--- config.mk ---
export PLATFORM = sky130hd
export DESIGN_NAME = pipe_stage_skid_flat
export DESIGN_NICKNAME = d
export VERILOG_FILES = /design/src/rtl/pipe_stage_skid_if.sv /design/src/rtl/pipe_stage_skid.sv /design/src/flat_wrapper.sv
export SDC_FILE = /design/constraint.sdc
export NUM_CORES = 1
export LEC_CHECK = 0
export CORE_ASPECT_RATIO = 1.2
export CORE_MARGIN = 5
export CORE_UTILIZATION = 30
export CTS_CLUSTER_DIAMETER = 120
export DETAILED_ROUTE_END_ITERATION = 6
export DONT_BUFFER_PORTS = 1
export PLACE_DENSITY = 0.53
export SLEW_MARGIN = 10
export SYNTH_ARGS = -nofsm -noshare
export SYNTH_HDL_FRONTEND = slang
export SYNTH_SLANG_ARGS = --single-unit
--- constraint.sdc ---
create_clock -name clock -period 2.25 [get_ports clock]
set_clock_uncertainty 0.1 [all_clocks]
set_input_delay 0.225 -clock clock [delete_from_list [all_inputs] [get_ports clock]]
set_output_delay 0.225 -clock clock [all_outputs]
set_load 0.01 [all_outputs]
--- src/rtl/pipe_stage_skid_if.sv ---
// +----------------------------------------------------------------------------+
// | pipe_stage_skid_if : valid/ready/data handshake bundle for pipe_stage_skid |
// | Revision: 1.0                                                              |
// +----------------------------------------------------------------------------+
`default_nettype none

interface pipe_stage_skid_if #(
  parameter int PAYLOAD_W = 133
);
  logic                 valid;
  logic                 ready;
  logic [PAYLOAD_W-1:0] data;

  // Producer side of a link: drives valid/data, observes ready.
  modport master (
    output valid,
    output data,
    input  ready
  );

  // Consumer side of a link: observes valid/data, drives ready.
  modport slave (
    input  valid,
    input  data,
    output ready
  );
endinterface

`default_nettype wire

--- src/rtl/pipe_stage_skid.sv ---
// +----------------------------------------------------------------------------+
// | pipe_stage_skid : valid/ready pipeline latch with 2-entry skid buffer,     |
// | synchronous flush to a NOP bubble. Optional stats: PIPE_STAGE_STATS_EN.    |
// | Revision: 1.0                                                              |
// +----------------------------------------------------------------------------+
`default_nettype none

module pipe_stage_skid #(
  parameter int                   PAYLOAD_W   = 133,
  parameter logic [PAYLOAD_W-1:0] NOP_PAYLOAD = {PAYLOAD_W{1'b0}}
) (
  input  wire                   clock,
  input  wire                   clear,
  input  wire                   flush,
  pipe_stage_skid_if.slave      i_up,
  pipe_stage_skid_if.master     o_dn
`ifdef PIPE_STAGE_STATS_EN
  ,
  output logic [31:0]           stall_cycles,
  output logic [31:0]           bubble_cycles
`endif
);

  typedef enum logic [1:0] {
    ST_EMPTY = 2'd0,
    ST_ONE   = 2'd1,
    ST_FULL  = 2'd2
  } state_t;

  state_t                 r_state;
  state_t                 w_state_nx;
  logic [PAYLOAD_W-1:0]   r_main;
  logic [PAYLOAD_W-1:0]   r_skid;
  logic [PAYLOAD_W-1:0]   w_main_nx;
  logic [PAYLOAD_W-1:0]   w_skid_nx;
  logic                   r_in_ready;
  logic                   w_out_valid;
  logic                   w_in_fire;
  logic                   w_out_fire;

  assign w_out_valid = (r_state != ST_EMPTY);
  assign w_in_fire   = i_up.valid & r_in_ready;
  assign w_out_fire  = w_out_valid & o_dn.ready;

  assign i_up.ready  = r_in_ready;
  assign o_dn.valid  = w_out_valid;
  assign o_dn.data   = w_out_valid ? r_main : NOP_PAYLOAD;

  always_comb begin
    w_state_nx = r_state;
    w_main_nx  = r_main;
    w_skid_nx  = r_skid;
    case (r_state)
      ST_EMPTY: begin
        if (w_in_fire) begin
          w_main_nx  = i_up.data;
          w_state_nx = ST_ONE;
        end
      end
      ST_ONE: begin
        if (w_in_fire && w_out_fire) begin
          w_main_nx  = i_up.data;
        end else if (w_in_fire) begin
          w_skid_nx  = i_up.data;
          w_state_nx = ST_FULL;
        end else if (w_out_fire) begin
          w_state_nx = ST_EMPTY;
        end
      end
      ST_FULL: begin
        if (w_out_fire) begin
          w_main_nx  = r_skid;
          w_state_nx = ST_ONE;
        end
      end
      default: begin
        w_state_nx = ST_EMPTY;
      end
    endcase
    // Squash wins over any transfer in the same cycle; accepted input is dropped.
    if (flush) begin
      w_state_nx = ST_EMPTY;
      w_main_nx  = NOP_PAYLOAD;
      w_skid_nx  = NOP_PAYLOAD;
    end
  end

  // in_ready is registered from next state so no combinational ready path exists.
  always_ff @(posedge clock or negedge clear) begin
    if (!clear) begin
      r_state    <= ST_EMPTY;
      r_main     <= NOP_PAYLOAD;
      r_skid     <= NOP_PAYLOAD;
      r_in_ready <= 1'b1;
    end else begin
      r_state    <= w_state_nx;
      r_main     <= w_main_nx;
      r_skid     <= w_skid_nx;
      r_in_ready <= (w_state_nx != ST_FULL);
    end
  end

`ifdef PIPE_STAGE_STATS_EN
  logic [31:0] r_stall_cnt;
  logic [31:0] r_bubble_cnt;
  logic [1:0]  w_bubble_inc;
  logic [32:0] w_bubble_sum;

  // An empty cycle and a flush in the same cycle count as two bubbles.
  assign w_bubble_inc = {1'b0, ~w_out_valid} + {1'b0, flush};
  assign w_bubble_sum = {1'b0, r_bubble_cnt} + {31'd0, w_bubble_inc};

  always_ff @(posedge clock or negedge clear) begin
    if (!clear) begin
      r_stall_cnt  <= 32'd0;
      r_bubble_cnt <= 32'd0;
    end else begin
      if (w_out_valid && !o_dn.ready && (r_stall_cnt != 32'hFFFF_FFFF)) begin
        r_stall_cnt <= r_stall_cnt + 32'd1;
      end
      if (w_bubble_sum[32]) begin
        r_bubble_cnt <= 32'hFFFF_FFFF;
      end else begin
        r_bubble_cnt <= w_bubble_sum[31:0];
      end
    end
  end

  assign stall_cycles  = r_stall_cnt;
  assign bubble_cycles = r_bubble_cnt;
`else
`endif

endmodule

`default_nettype wire

--- src/flat_wrapper.sv ---
// flat-port wrapper written by rule: the top's interface ports become plain ports
module pipe_stage_skid_flat 
#(
  parameter int                   PAYLOAD_W   = 133,
  parameter logic [PAYLOAD_W-1:0] NOP_PAYLOAD = {PAYLOAD_W{1'b0}}
)
  (clock, clear, flush, i_up_valid, i_up_data, i_up_ready, o_dn_valid, o_dn_data, o_dn_ready);
  pipe_stage_skid_if #(.PAYLOAD_W(PAYLOAD_W)) i_up_i ();
  pipe_stage_skid_if #(.PAYLOAD_W(PAYLOAD_W)) o_dn_i ();
  input  wire clock;
  input  wire clear;
  input  wire flush;
  input wire logic [$bits(i_up_i.valid)-1:0] i_up_valid;
  input wire logic [$bits(i_up_i.data)-1:0] i_up_data;
  output wire logic [$bits(i_up_i.ready)-1:0] i_up_ready;
  output wire logic [$bits(o_dn_i.valid)-1:0] o_dn_valid;
  output wire logic [$bits(o_dn_i.data)-1:0] o_dn_data;
  input wire logic [$bits(o_dn_i.ready)-1:0] o_dn_ready;
  assign i_up_i.valid = i_up_valid;
  assign i_up_i.data = i_up_data;
  assign i_up_ready = i_up_i.ready;
  assign o_dn_valid = o_dn_i.valid;
  assign o_dn_data = o_dn_i.data;
  assign o_dn_i.ready = o_dn_ready;
  pipe_stage_skid #(.PAYLOAD_W(PAYLOAD_W), .NOP_PAYLOAD(NOP_PAYLOAD)) u_core (.clock(clock), .clear(clear), .flush(flush), .i_up(i_up_i), .o_dn(o_dn_i));
endmodule
==> reports/results.tsv <==
metric	value	unit
Final Hold Fails	269	
dpl hpwl	18500	µm
Root Driver	clkbuf_16	
first drt pass iteration count	7	
placed insts	1362	
Die Y	227	µm
Post-Syn Instances	907	
total I/O pin count	273	
largest net degree at the start of global routing	270	
DRC violations left	0	
critical-path cell list	or2_4, buf_4, buf_4, and2_1	
Syn Nets	1045	
Worst-Margin Slew	0.662	ns
Seq/Total Area, Yosys	57.4	%
Slew Viols, Final	0	
Worst Hold Class	in2async	
Syn Area/Cell	12.9	µm²
routed vias	8116	
clk sink count	269	
unique cell type count in the Yosys netlist	22	
maximum root-to-sink buffer count	3	
most common cell after layout, fill and taps aside	dfrtp_1	
VDD IR max	0.679	mV
final setup fails	0	
failing checks	negative hold slack	
Worst R2R Start	u_core.r_state[1]$_DFF_PN0_	
vias per inst	5.21	
f_max	469	MHz
Num CTS Buffers	30	
hold_ws	-0.744	ns
initial core utilization	30.3	%
Slew HR	55.9	%
GRT Overall Usage	15.1	%
P_leak	7.32	nW
most frequent cells in the layout	dfrtp_1, dlygate4sd3_1	
Syn-to-layout area delta	25.6	%
setup_tns	0	ns
routed wire length	33400	µm
Max stage delay on crit path	0.41	ns
outcome	complete, but fails checks	
layout cells sized above 1	7.36	%
Setup crit start	u_core.r_state[0]$_DFF_PN0_	
Clock Pin Slew Worst Setup and Hold Paths	0.06	ns
Die X	191	µm
Antenna diodes	0	
adder-cell share of the synthesized area	0	%
YS warnings	0	
XOR/XNOR share of the synthesized area	0.0746	%
# rows	79	
Post-Synth Simple-Gate Area	7.67	%
WP data arrival	1.81	ns
CTS tree	yes	
Final GP Congestion	0.703	
PortBufs	0	
worst skew pair latency	0.56	ns
post-synthesis mux area share	11.3	%
first-pass GRT wire length	52700	µm
post-route ant nets	0	
WL/cell	21.4	µm
H-tree depth	1	
startpoint types	register	
vias in the first global route	8917	
full die area	43200	µm²
final net count	1147	
most frequent cell on the critical path	buf_4	
CTS Hold Bufs	137	
initial drt markers	386	
initial antenna violation count	0	
Worst EP required	1.92	ns
Core ar.	38700	µm²
worst-path fanout max	9	
Layout Cells excl Fill	1559	
Power Dens Cells	768	nW/µm²
largest family of logic cells by synthesized area	compound AO/OA/AOI/OAI gates	
Setup Crit Path Kind	reg2out	
RSZ-0062 raised after global routing	no	
slowest cell on the critical path	dfrtp_2	
Seq cells post-synth	269	
CP Capture Type	output pin	
compound-gate portion of the synthesized area	20.1	%
grt total ovfl	0	
Mapped Area	11700	µm²
Final min period	2.13	ns
Maximum Capacitance Violations	0	
Tcrit/Tclk final	94.8	%
-- cell families (layout without fill, tap and decap cells) --
logic type             after synthesis  count (layout)
AO/OA/AOI/OAI                      269             269
flip-flops                         269             269
AND/OR/NAND/NOR                    144             145
multiplexers                       133             133
buffers and inverters               91             216
XOR/XNOR                             1               1
-- through the flow --
step	cell area, µm²	setup slack, ns	hold slack [ns]	total power [mW]	util [%]
final	14700	0.117	-0.744	11.3	38.1
after global routing	14700	0.0421	-0.787	11.8	38.1
after detailed placement	12300	0.243	-0.164	6.13	31.9
after global placement	12300	0.255	-0.163	6.12	31.9
after CTS	14700	0.00171	-0.792	11.5	38.0
after floorplan	11700	0.495	-0.171	5.85	-
-- registers in the layout, summed over array words and instances, names as in the netlist --
name	count
u_core.r_skid	133
u_core.r_state	2
u_core.i_up.ready	1
u_core.r_main	133
-- where the power goes --
part,leakage (nW),switching (mW),internal [mW]
combinational,3.16,0.605,0.486
sequential,3.66,0.126,5.07
clock,0.494,2.03,3.00
-- area by class of cell --
type / instances / area [µm²]
clock buffers: 46 / 872
fillers: 3748 / 24000
repair buffers: 157 / 1700
multi-input cells: 548 / 4640
well taps: 526 / 658
inverters: 3 / 11.3
flip-flops and latches: 269 / 6740
clock inverters: 10 / 129
-- layer usage --
metal  up-vias  wire (µm)  global-route usage, %
met2       274      15400                   24.7
met3        49       2630                   4.50
met5         -          0                      0
met4         0        599                   3.41
met1      4192      14800                   19.8
li1       3601          -                      -
-- synth_stat cells --
cell type	instances	area, µm²
nor2_2	2	12.5
xnor2_1	1	8.76
nor2b_1	1	6.26
o32ai_2	1	16.3
nor2_1	2	7.51
nand2_1	1	3.75
inv_1	3	11.3
a2bb2oi_1	1	8.76
nor3_2	1	10.0
nand4b_1	1	8.76
or2_2	1	6.26
buf_2	44	220
o2bb2ai_1	133	1160
a22o_1	133	1160
nand2b_1	2	12.5
buf_4	1	7.51
dfstp_2	1	26.3
and2_1	133	832
a211o_1	1	8.76
mux2i_1	133	1330
clkbuf_1	43	161
dfrtp_1	268	6710
-- worst max-delay path: cells and delay by family (launching register included) --
kind | cells | cell delay, ns
buffers and inverters | 2 | 0.35
flip-flops | 1 | 0.41
AND/OR/NAND/NOR | 2 | 0.48
-- final timing paths --
| check | endpoint | slack [ns] | depth (start not counted) |
|---|---|---|---|
| worst max-delay path | o_dn_data[126] | 0.12 | 4 |
| worst min-delay path | u_core.r_skid[96]$_DFFE_PN0P_ | -0.74 | 0 |
| worst max register to register | u_core.r_state[0]$_DFF_PN0_ | 0.16 | 6 |
| worst min register to register | u_core.r_main[20]$_DFFE_PN0P_ | 0.38 | 1 |
| max in group asynchronous | u_core.r_state[1]$_DFF_PN0_ | 2.31 | 0 |
| min in group clock | u_core.r_skid[111]$_DFFE_PN0P_ | 0.04 | 3 |
-- repair_timing --
action	in CTS	in global routing
gates cloned	1	0
pin swaps	1	0
endpoints found under the setup margin	105	11
setup buffers	2	1
gates resized for setup	2	0
hold endpoints to repair	538	269
No activity file was read; power rests on OpenSTA's default activity.
